### src/rtl/rsa_op_sequencer_if.sv
// Handshake/bus bundle between the top-level input logic and rsa_op_sequencer.
// master = requesting side (start, operands, end_op); slave = sequencer.
interface rsa_op_sequencer_if #(
    parameter int unsigned DW    = 4,
    parameter int unsigned SLOTS = 8
);
    localparam int unsigned PTR_W = (SLOTS > 1) ? $clog2(SLOTS) : 1;

    logic                  start;
    logic [SLOTS*DW-1:0]   op_data;
    logic [SLOTS-1:0]      slot_mask;
    logic                  end_op;
    logic                  wr_en;
    logic                  rd_en;
    logic [PTR_W-1:0]      ptr;
    logic [DW-1:0]         inp;
    logic                  upd;
    logic                  busy;
    logic                  done;
    logic                  timeout;

    modport master (
        output start, op_data, slot_mask, end_op,
        input  wr_en, rd_en, ptr, inp, upd, busy, done, timeout
    );

    modport slave (
        input  start, op_data, slot_mask, end_op,
        output wr_en, rd_en, ptr, inp, upd, busy, done, timeout
    );
endinterface

### src/rtl/rsa_op_sequencer.sv
// Sequences seq_system: slot writes, execute/wait for end_op, BCD update strobe.
// Optional EXEC timeout enabled by defining SEQ_TIMEOUT_EN.
module rsa_op_sequencer #(
    parameter int unsigned DW      = 4,
    parameter int unsigned SLOTS   = 8,
    parameter int unsigned TIMEOUT = 1024
) (
    input logic               clk,
    input logic               rst,
    rsa_op_sequencer_if.slave bus
);
    localparam int unsigned PTR_W = (SLOTS > 1) ? $clog2(SLOTS) : 1;

    typedef enum logic [2:0] {IDLE, LOAD, EXEC, UPDATE, FINISH} state_t;

    state_t              state, state_nx;
    logic [SLOTS*DW-1:0] data_r, data_nx, src_data;
    logic [SLOTS-1:0]    mask_r, mask_nx, src_mask, rem_mask;
    logic [PTR_W-1:0]    sel, ptr_r, ptr_nx;
    logic [DW-1:0]       inp_r, inp_nx;
    logic                wr_r, wr_nx, rd_r, rd_nx, upd_r, upd_nx;
    logic                done_r, done_nx, busy_r;
    logic                to_hit;

    // The start cycle already issues the first write, so selection reads the raw inputs in IDLE.
    assign src_mask = (state == IDLE) ? bus.slot_mask : mask_r;
    assign src_data = (state == IDLE) ? bus.op_data   : data_r;

    always_comb begin
        sel = '0;
        for (int unsigned i = 0; i < SLOTS; i++) begin
            if (src_mask[SLOTS-1-i]) sel = PTR_W'(SLOTS-1-i);
        end
        rem_mask = src_mask & ~(SLOTS'(1) << sel);
    end

    always_comb begin
        state_nx = state;
        data_nx  = data_r;
        mask_nx  = mask_r;
        wr_nx    = 1'b0;
        rd_nx    = 1'b0;
        upd_nx   = 1'b0;
        done_nx  = 1'b0;
        ptr_nx   = '0;
        inp_nx   = '0;
        case (state)
            IDLE: begin
                if (bus.start) begin
                    data_nx = bus.op_data;
                    mask_nx = rem_mask;
                    if (bus.slot_mask != '0) begin
                        state_nx = LOAD;
                        wr_nx    = 1'b1;
                        ptr_nx   = sel;
                        inp_nx   = src_data[DW*sel +: DW];
                    end else begin
                        state_nx = EXEC;
                        rd_nx    = 1'b1;
                    end
                end
            end
            LOAD: begin
                if (mask_r != '0) begin
                    wr_nx   = 1'b1;
                    ptr_nx  = sel;
                    inp_nx  = src_data[DW*sel +: DW];
                    mask_nx = rem_mask;
                end else begin
                    state_nx = EXEC;
                    rd_nx    = 1'b1;
                end
            end
            EXEC: begin
                if (bus.end_op) begin
                    state_nx = UPDATE;
                    upd_nx   = 1'b1;
                end else if (to_hit) begin
                    state_nx = FINISH;
                    done_nx  = 1'b1;
                end else begin
                    rd_nx = 1'b1;
                end
            end
            UPDATE: begin
                state_nx = FINISH;
                done_nx  = 1'b1;
            end
            FINISH:  state_nx = IDLE;
            default: state_nx = IDLE;
        endcase
    end

    always_ff @(posedge clk or posedge rst) begin
        if (rst) begin
            state  <= IDLE;
            data_r <= '0;
            mask_r <= '0;
            wr_r   <= 1'b0;
            rd_r   <= 1'b0;
            upd_r  <= 1'b0;
            done_r <= 1'b0;
            busy_r <= 1'b0;
            ptr_r  <= '0;
            inp_r  <= '0;
        end else begin
            state  <= state_nx;
            data_r <= data_nx;
            mask_r <= mask_nx;
            wr_r   <= wr_nx;
            rd_r   <= rd_nx;
            upd_r  <= upd_nx;
            done_r <= done_nx;
            busy_r <= (state_nx != IDLE);
            ptr_r  <= ptr_nx;
            inp_r  <= inp_nx;
        end
    end

`ifdef SEQ_TIMEOUT_EN
    localparam int unsigned CNT_W = $clog2(TIMEOUT + 1);

    logic [CNT_W-1:0] cnt_r;
    logic             to_r;

    assign to_hit = (cnt_r == CNT_W'(TIMEOUT - 1));

    // Counter sits at 0 outside EXEC, so it is already cleared on EXEC entry.
    always_ff @(posedge clk or posedge rst) begin
        if (rst) begin
            cnt_r <= '0;
            to_r  <= 1'b0;
        end else begin
            cnt_r <= (state == EXEC) ? cnt_r + 1'b1 : '0;
            if (state == IDLE && bus.start)
                to_r <= 1'b0;
            else if (state == EXEC && state_nx == FINISH)
                to_r <= 1'b1;
        end
    end

    assign bus.timeout = to_r;
`else
    assign to_hit      = 1'b0;
    assign bus.timeout = 1'b0;
`endif

    assign bus.wr_en = wr_r;
    assign bus.rd_en = rd_r;
    assign bus.ptr   = ptr_r;
    assign bus.inp   = inp_r;
    assign bus.upd   = upd_r;
    assign bus.done  = done_r;
    assign bus.busy  = busy_r;
endmodule

### src/flat_wrapper.sv
// flat-port wrapper written by rule: the top's interface ports become plain ports
module rsa_op_sequencer_flat 
#(
    parameter int unsigned DW      = 4,
    parameter int unsigned SLOTS   = 8,
    parameter int unsigned TIMEOUT = 1024
)
  (clk, rst, bus_start, bus_op_data, bus_slot_mask, bus_end_op, bus_wr_en, bus_rd_en, bus_ptr, bus_inp, bus_upd, bus_busy, bus_done, bus_timeout);
  rsa_op_sequencer_if #(.DW(DW), .SLOTS(SLOTS)) bus_i ();
  input logic clk;
  input logic rst;
  input wire logic [$bits(bus_i.start)-1:0] bus_start;
  input wire logic [$bits(bus_i.op_data)-1:0] bus_op_data;
  input wire logic [$bits(bus_i.slot_mask)-1:0] bus_slot_mask;
  input wire logic [$bits(bus_i.end_op)-1:0] bus_end_op;
  output wire logic [$bits(bus_i.wr_en)-1:0] bus_wr_en;
  output wire logic [$bits(bus_i.rd_en)-1:0] bus_rd_en;
  output wire logic [$bits(bus_i.ptr)-1:0] bus_ptr;
  output wire logic [$bits(bus_i.inp)-1:0] bus_inp;
  output wire logic [$bits(bus_i.upd)-1:0] bus_upd;
  output wire logic [$bits(bus_i.busy)-1:0] bus_busy;
  output wire logic [$bits(bus_i.done)-1:0] bus_done;
  output wire logic [$bits(bus_i.timeout)-1:0] bus_timeout;
  assign bus_i.start = bus_start;
  assign bus_i.op_data = bus_op_data;
  assign bus_i.slot_mask = bus_slot_mask;
  assign bus_i.end_op = bus_end_op;
  assign bus_wr_en = bus_i.wr_en;
  assign bus_rd_en = bus_i.rd_en;
  assign bus_ptr = bus_i.ptr;
  assign bus_inp = bus_i.inp;
  assign bus_upd = bus_i.upd;
  assign bus_busy = bus_i.busy;
  assign bus_done = bus_i.done;
  assign bus_timeout = bus_i.timeout;
  rsa_op_sequencer #(.DW(DW), .SLOTS(SLOTS), .TIMEOUT(TIMEOUT)) u_core (.clk(clk), .rst(rst), .bus(bus_i));
endmodule
### config.mk
export PLATFORM = sky130hd
export DESIGN_NAME = rsa_op_sequencer_flat
export DESIGN_NICKNAME = d
export VERILOG_FILES = /design/src/rtl/rsa_op_sequencer_if.sv /design/src/rtl/rsa_op_sequencer.sv /design/src/flat_wrapper.sv
export SDC_FILE = /design/constraint.sdc
export NUM_CORES = 1
export LEC_CHECK = 0
export CAP_MARGIN = 20
export CORE_UTILIZATION = 30
export CTS_BUF_LIST = sky130_fd_sc_hd__clkbuf_8
export CTS_CLUSTER_SIZE = 8
export DETAILED_ROUTE_END_ITERATION = 10
export PLACE_DENSITY = 0.48
export SYNTH_ARGS = -nofsm -noshare
export SYNTH_HDL_FRONTEND = slang
export SYNTH_SLANG_ARGS = --single-unit
### constraint.sdc
create_clock -name clk -period 2.7 [get_ports clk]
set_input_delay 0.54 -clock clk [delete_from_list [all_inputs] [get_ports clk]]
set_output_delay 0.54 -clock clk [all_outputs]
set_load 0.02 [all_outputs]
Word level (Yosys, flattened, before mapping)
Cells that the tools add are included.
{"block": "classes", "n_shift": 2, "mux": 38, "eq_ne": 5, "n_bitwise": 2, "n_reduce_logical": 7}
{"op": "$mux W3", "count": 14}
{"op": "$mux W32", "count": 1}
{"op": "$shiftx A32 B6 Y4", "count": 1}
{"op": "$mux W8", "count": 3}
{"op": "$pmux W8 S2", "count": 1}
{"op": "$reduce_bool A8 Y1", "count": 2}
{"op": "$mux W4", "count": 3}
{"op": "$pmux W3 S4", "count": 1}
{"op": "$mux W1", "count": 10}
{"op": "$and A8 B8 Y8", "count": 1}
{"op": "$not A8 Y8", "count": 1}
{"op": "$pmux W4 S2", "count": 1}
{"op": "$shl A1 B3 Y8 const A", "count": 1}
{"op": "$eq A3 B2 Y1 const B", "count": 2}
{"op": "$pmux W3 S2", "count": 1}
{"op": "$eq A3 B1 Y1 const B", "count": 1}
{"op": "$logic_not A3 Y1", "count": 1}
{"op": "$pmux W1 S3", "count": 1}
{"op": "$reduce_and A3 Y1", "count": 1}
{"op": "$reduce_bool A3 Y1", "count": 1}
{"op": "$mux W2", "count": 1}
{"op": "$ne A2 B1 Y1 const B", "count": 1}
{"op": "$ne A2 B2 Y1 const B", "count": 1}
{"op": "$pmux W1 S2", "count": 1}
{"op": "2 further kinds", "count": 2}
{"block": "word_totals", "register_bits": 55, "output_inout_bits": 13}

Longest topological paths before layout
Gate-level depths: netlist of the first run.
{"block": "depth", "ltp_word": 15, "ltp_mapped": 9, "depth_no_buf": 7}

Worst setup path before layout of the first run
No wires, ideal clock.
{"block": "synth_path", "kind": "reg2reg", "from": "register u_core.state[2]", "to": "register u_core.inp_r[2] (netlist: u_core.bus.inp[2])", "required_time_ps": 2620, "arrival_time_ps": 2108, "setup_ps": 80, "synth_period_minus_slack_ps": 2189, "path_stages_with_launch": 9, "path_buffers": 2, "setup_slack_ps": 511, "path_cell_list": "dfrtp_1 > or3_1 > buf_6 > buf_8 > nor3_4 > a311oi_2 > a311o_1 > or4_4 > o211ai_2"}
{"block": "synth_between", "elab_chain_cells": 14, "elab_cells_between_ends": 17, "classes_between": "1 x eq/ne; 1 x shift; 14 x mux; 1 x reduce/logical"}
{"element": "start, declared", "line": "rsa_op_sequencer.sv:16", "text": "state_t state, state_nx;"}
{"element": "start signal, assigned", "line": "rsa_op_sequencer.sv:107", "text": "state <= state_nx;"}
{"element": "$logic_not A3 Y1", "line": "rsa_op_sequencer.sv:26, rsa_op_sequencer.sv:27, rsa_op_sequencer.sv:47"}
{"element": "$mux W8", "line": "rsa_op_sequencer.sv:26", "text": "assign src_mask = (state == IDLE) ? bus.slot_mask : mask_r;"}
{"element": "$mux W3 (8 in a row)", "line": "rsa_op_sequencer.sv:32", "text": "if (src_mask[SLOTS-1-i]) sel = PTR_W'(SLOTS-1-i);"}
{"element": "$shiftx A32 B6 Y4", "line": "rsa_op_sequencer.sv:56, rsa_op_sequencer.sv:67"}
{"element": "$mux W4", "line": "rsa_op_sequencer.sv:52", "text": "if (bus.slot_mask != '0) begin"}
{"element": "$mux W4", "line": "rsa_op_sequencer.sv:49", "text": "if (bus.start) begin"}
{"element": "$pmux W4 S2 (*)", "line": "rsa_op_sequencer.sv:47", "text": "case (state)"}
{"element": "named net u_core.inp_nx[2]", "line": "rsa_op_sequencer.sv:20", "text": "logic [DW-1:0] inp_r, inp_nx;"}
{"element": "end signal, assigned", "line": "rsa_op_sequencer.sv:116", "text": "inp_r <= inp_nx;"}
{"element": "end, declared", "line": "rsa_op_sequencer.sv:20"}
The timed path passes the listed nets; every way through them passes the cells marked *.
A chain may end at the register's enable or synchronous reset.

Final worst setup path of the first run
Ends and elaborated chain as after synthesis.

==> results of run 1 <==
[sequential cells by signal, indices dropped and copies added (netlist names)]
name,cells
u_core.bus.wr_en,1
u_core.bus.rd_en,1
u_core.bus.busy,1
u_core.mask_r,8
u_core.bus.done,1
u_core.data_r,32
u_core.bus.inp,4
u_core.bus.upd,1
u_core.state,3
u_core.bus.ptr,3
[layout make-up]
class | count | area, um^2 | area share [%]
multi-input cells | 301 | 1560 | 39.0
flip-flops and latches | 55 | 1380 | 34.4
repair buffers | 83 | 786 | 19.6
well taps | 133 | 166 | 4.15
clock buffers | 5 | 68.8 | 1.72
clock inverters | 2 | 33.8 | 0.843
inverters | 3 | 11.3 | 0.281
[synth_stat cells (4+ instances only)]
cell and instances:
and3_1 7, o2bb2ai_1 4, o21ai_0 16, nand3_1 10, nor2b_1 4, nand2_1 144, buf_1 4, clkbuf_1 8
nor2_1 47, and2_1 4, dfrtp_1 55
[worst paths after layout]
kind	from	to	slack [ns]	cells after the start
min in group asynchronous	rst	u_core.data_r[10]$_DFFE_PP0P_	0.57	3
worst min-delay path	u_core.data_r[22]$_DFFE_PP0P_	u_core.data_r[22]$_DFFE_PP0P_	0.48	2
worst min register to register	u_core.data_r[22]$_DFFE_PP0P_	u_core.data_r[22]$_DFFE_PP0P_	0.48	2
worst max-delay path	u_core.state[2]$_DFF_PP0_	u_core.bus.inp[2]$_DFF_PP0_	0.20	8
max in group asynchronous	rst	u_core.data_r[6]$_DFFE_PP0P_	1.84	3
worst max register to register	u_core.state[2]$_DFF_PP0_	u_core.bus.inp[2]$_DFF_PP0_	0.20	8
[layer usage]
metal  track usage [%]  share of wire, %
met2              31.5                49
met4              5.16               1.4
met3              3.05               3.6
met5                 0                 0
met1              24.9                46
[cells by family (layout without fill, tap and decap cells)]
logic type | after synthesis | count (layout) | share of synthesized area, %
compound gates | 60 | 60 | 16.6
simple gates | 237 | 237 | 33.6
other cells | 1 | 1 | 0.123
flops | 55 | 55 | 45.3
buf+inv | 21 | 93 | 3.46
mux | 3 | 3 | 0.989
[stage by stage]
stage               instance area [um^2]  total power [mW]  cells  util, %
floorplan                           3040              3.23    377        -
global placement                    3900              4.36    575     39.9
detailed placement                  3900              4.36    575     39.9
CTS                                 4010              4.93    582     41.0
global route                        4010              5.32    582     41.0
finish                              4010              4.86    582     41.0
[power by group through the flow]
stage	clock [mW]	combinational, mW	sequential [mW]
2_1_floorplan	0	1.78	1.44
3_3_place_gp	0	2.95	1.41
3_5_place_dp	0	2.94	1.42
4_1_cts	0.574	2.95	1.41
5_1_grt	0.601	3.26	1.46
6_report	0.553	2.90	1.41
[critical path: stages, from the launching register on]
cell and delay, ns:
dfrtp_1 0.46, or3_1 0.52, buf_4 0.22, a211oi_2 0.15, a211oi_1 0.09, o21ba_1 0.23, and3_1 0.17, or4_4 0.52
o211ai_2 0.08
==> results.cfg, run 1 <==
[floorplan]
core_um2 = 9770
die_w_um = 103
dieArea_um2 = 10500
num_rows = 36
top_level_ports = 57
start_util_pct = 31.1
dieHeight_um = 103

[sta]
finalWorstSetupSlack_ns = 0.195
grt_setup_unrepaired = no
hold_slack_ns = 0.482
finalSetupViolCount = 0
period_needed_ns = 2.50
period_share_pct = 92.8
max_freq_ghz = 0.399
hold_viol_final = 0
tns_ns = 0
slew_viol_final = 0
fin_skew_ns = 0.00531
worstMarginPinSlew_ns = 0.551
max-slew-margin-rel_pct = 63.3

[cts]
cts_root_buf = clkbuf_8
h-tree-depth = 2
cts.sinks = 55
cts_hold_repair.buffers = 0
insertion_delay_ns = 0.32
cts_buffers = 5
cts-resized-gates = 0
cts_tree = done
postCtsSetupRepairBufs = 0
clockBufferDepth = 2
path_clk_slew_ns = 0.10

[setup_path]
start_kind = flip-flop
cp.arrival_ns = 2.75
critPathKind = reg2reg
crit_fanout = 6
worstPathRequired_ns = 2.94
endpoint_kind = flip-flop

[cells_and_area]
final_cell_mix = nand2_1, clkdlybuf4s50_1, dfrtp_1, nor2_1, buf_4
antenna_cells = 0
final_nets = 493
fillers = 1035
layout-drive-gt1-share_pct = 10.9
area_delta_synth_final_pct = 31.8
final_common_cell = nand2_1

[synthesis]
ys_seq_area_share_pct = 45.3
synth_area_leader_cell = dfrtp_1
syn-num-nets = 421
synthTopCellsByArea = dfrtp_1, nand2_1, nor2_1
netlist_instances = 377
yosysTopAreaCellShare_pct = 45.3
async_reset_ff_share_pct = 100
syn-cell-area_um2 = 3040
synth_area_per_cell_um2 = 8.06
yosys_warnings = 0
yosys_most_used_dff = dfrtp_1
synth_edf_count = 0
ys_ff_latch = 55
ys_types = 59

[global_routing]
grt_pass1_wl_mm = 14.9
grt_antenna_before_repair = 0
grt_max_degree = 56
groute.usage.overall_pct = 18.7
grt_pass1_vias = 2792
overflow = 0

[routing]
drt_iter0_drc = 129
wl_per_cell_um = 15.7
vias = 2845
drtAntennaViolNets = 0
vias_per_cell = 4.89
dr.pass1.iters = 4
drc = 0
drt-total-wl_mm = 9.11

[hold_path]
hold_class = reg2reg

[power]
internal_power_mw = 2.67
p_comb_share_pct = 59.7
p_clk_share_pct = 11.4
leakage_nw = 1.85
switching_power_mw = 2.19
peakVddDrop_uv = 390
seq_power_share_pct = 28.9
power-per-cell-area_nw_per_um2 = 1210
swShare_pct = 45.1

[placed_design]
numPortBuffers = 55
post-place-ws_ns = -0.0934
dp_hpwl_mm = 6.44
gp_congestion = 0.869

[job]
maxCapViolations = 0

[outcome]
status = finished clean
Power figures use the tool's default switching activity.
==> run 2, diff against run 1 <==
--- a/config.mk
+++ b/config.mk
@@ -14,3 +14,4 @@
 export SYNTH_ARGS = -nofsm -noshare
 export SYNTH_HDL_FRONTEND = slang
 export SYNTH_SLANG_ARGS = --single-unit
+export TNS_END_PERCENT = 5
==> results of run 2 <==
The final DEF is identical to that of run 1; final timing and power are the same.
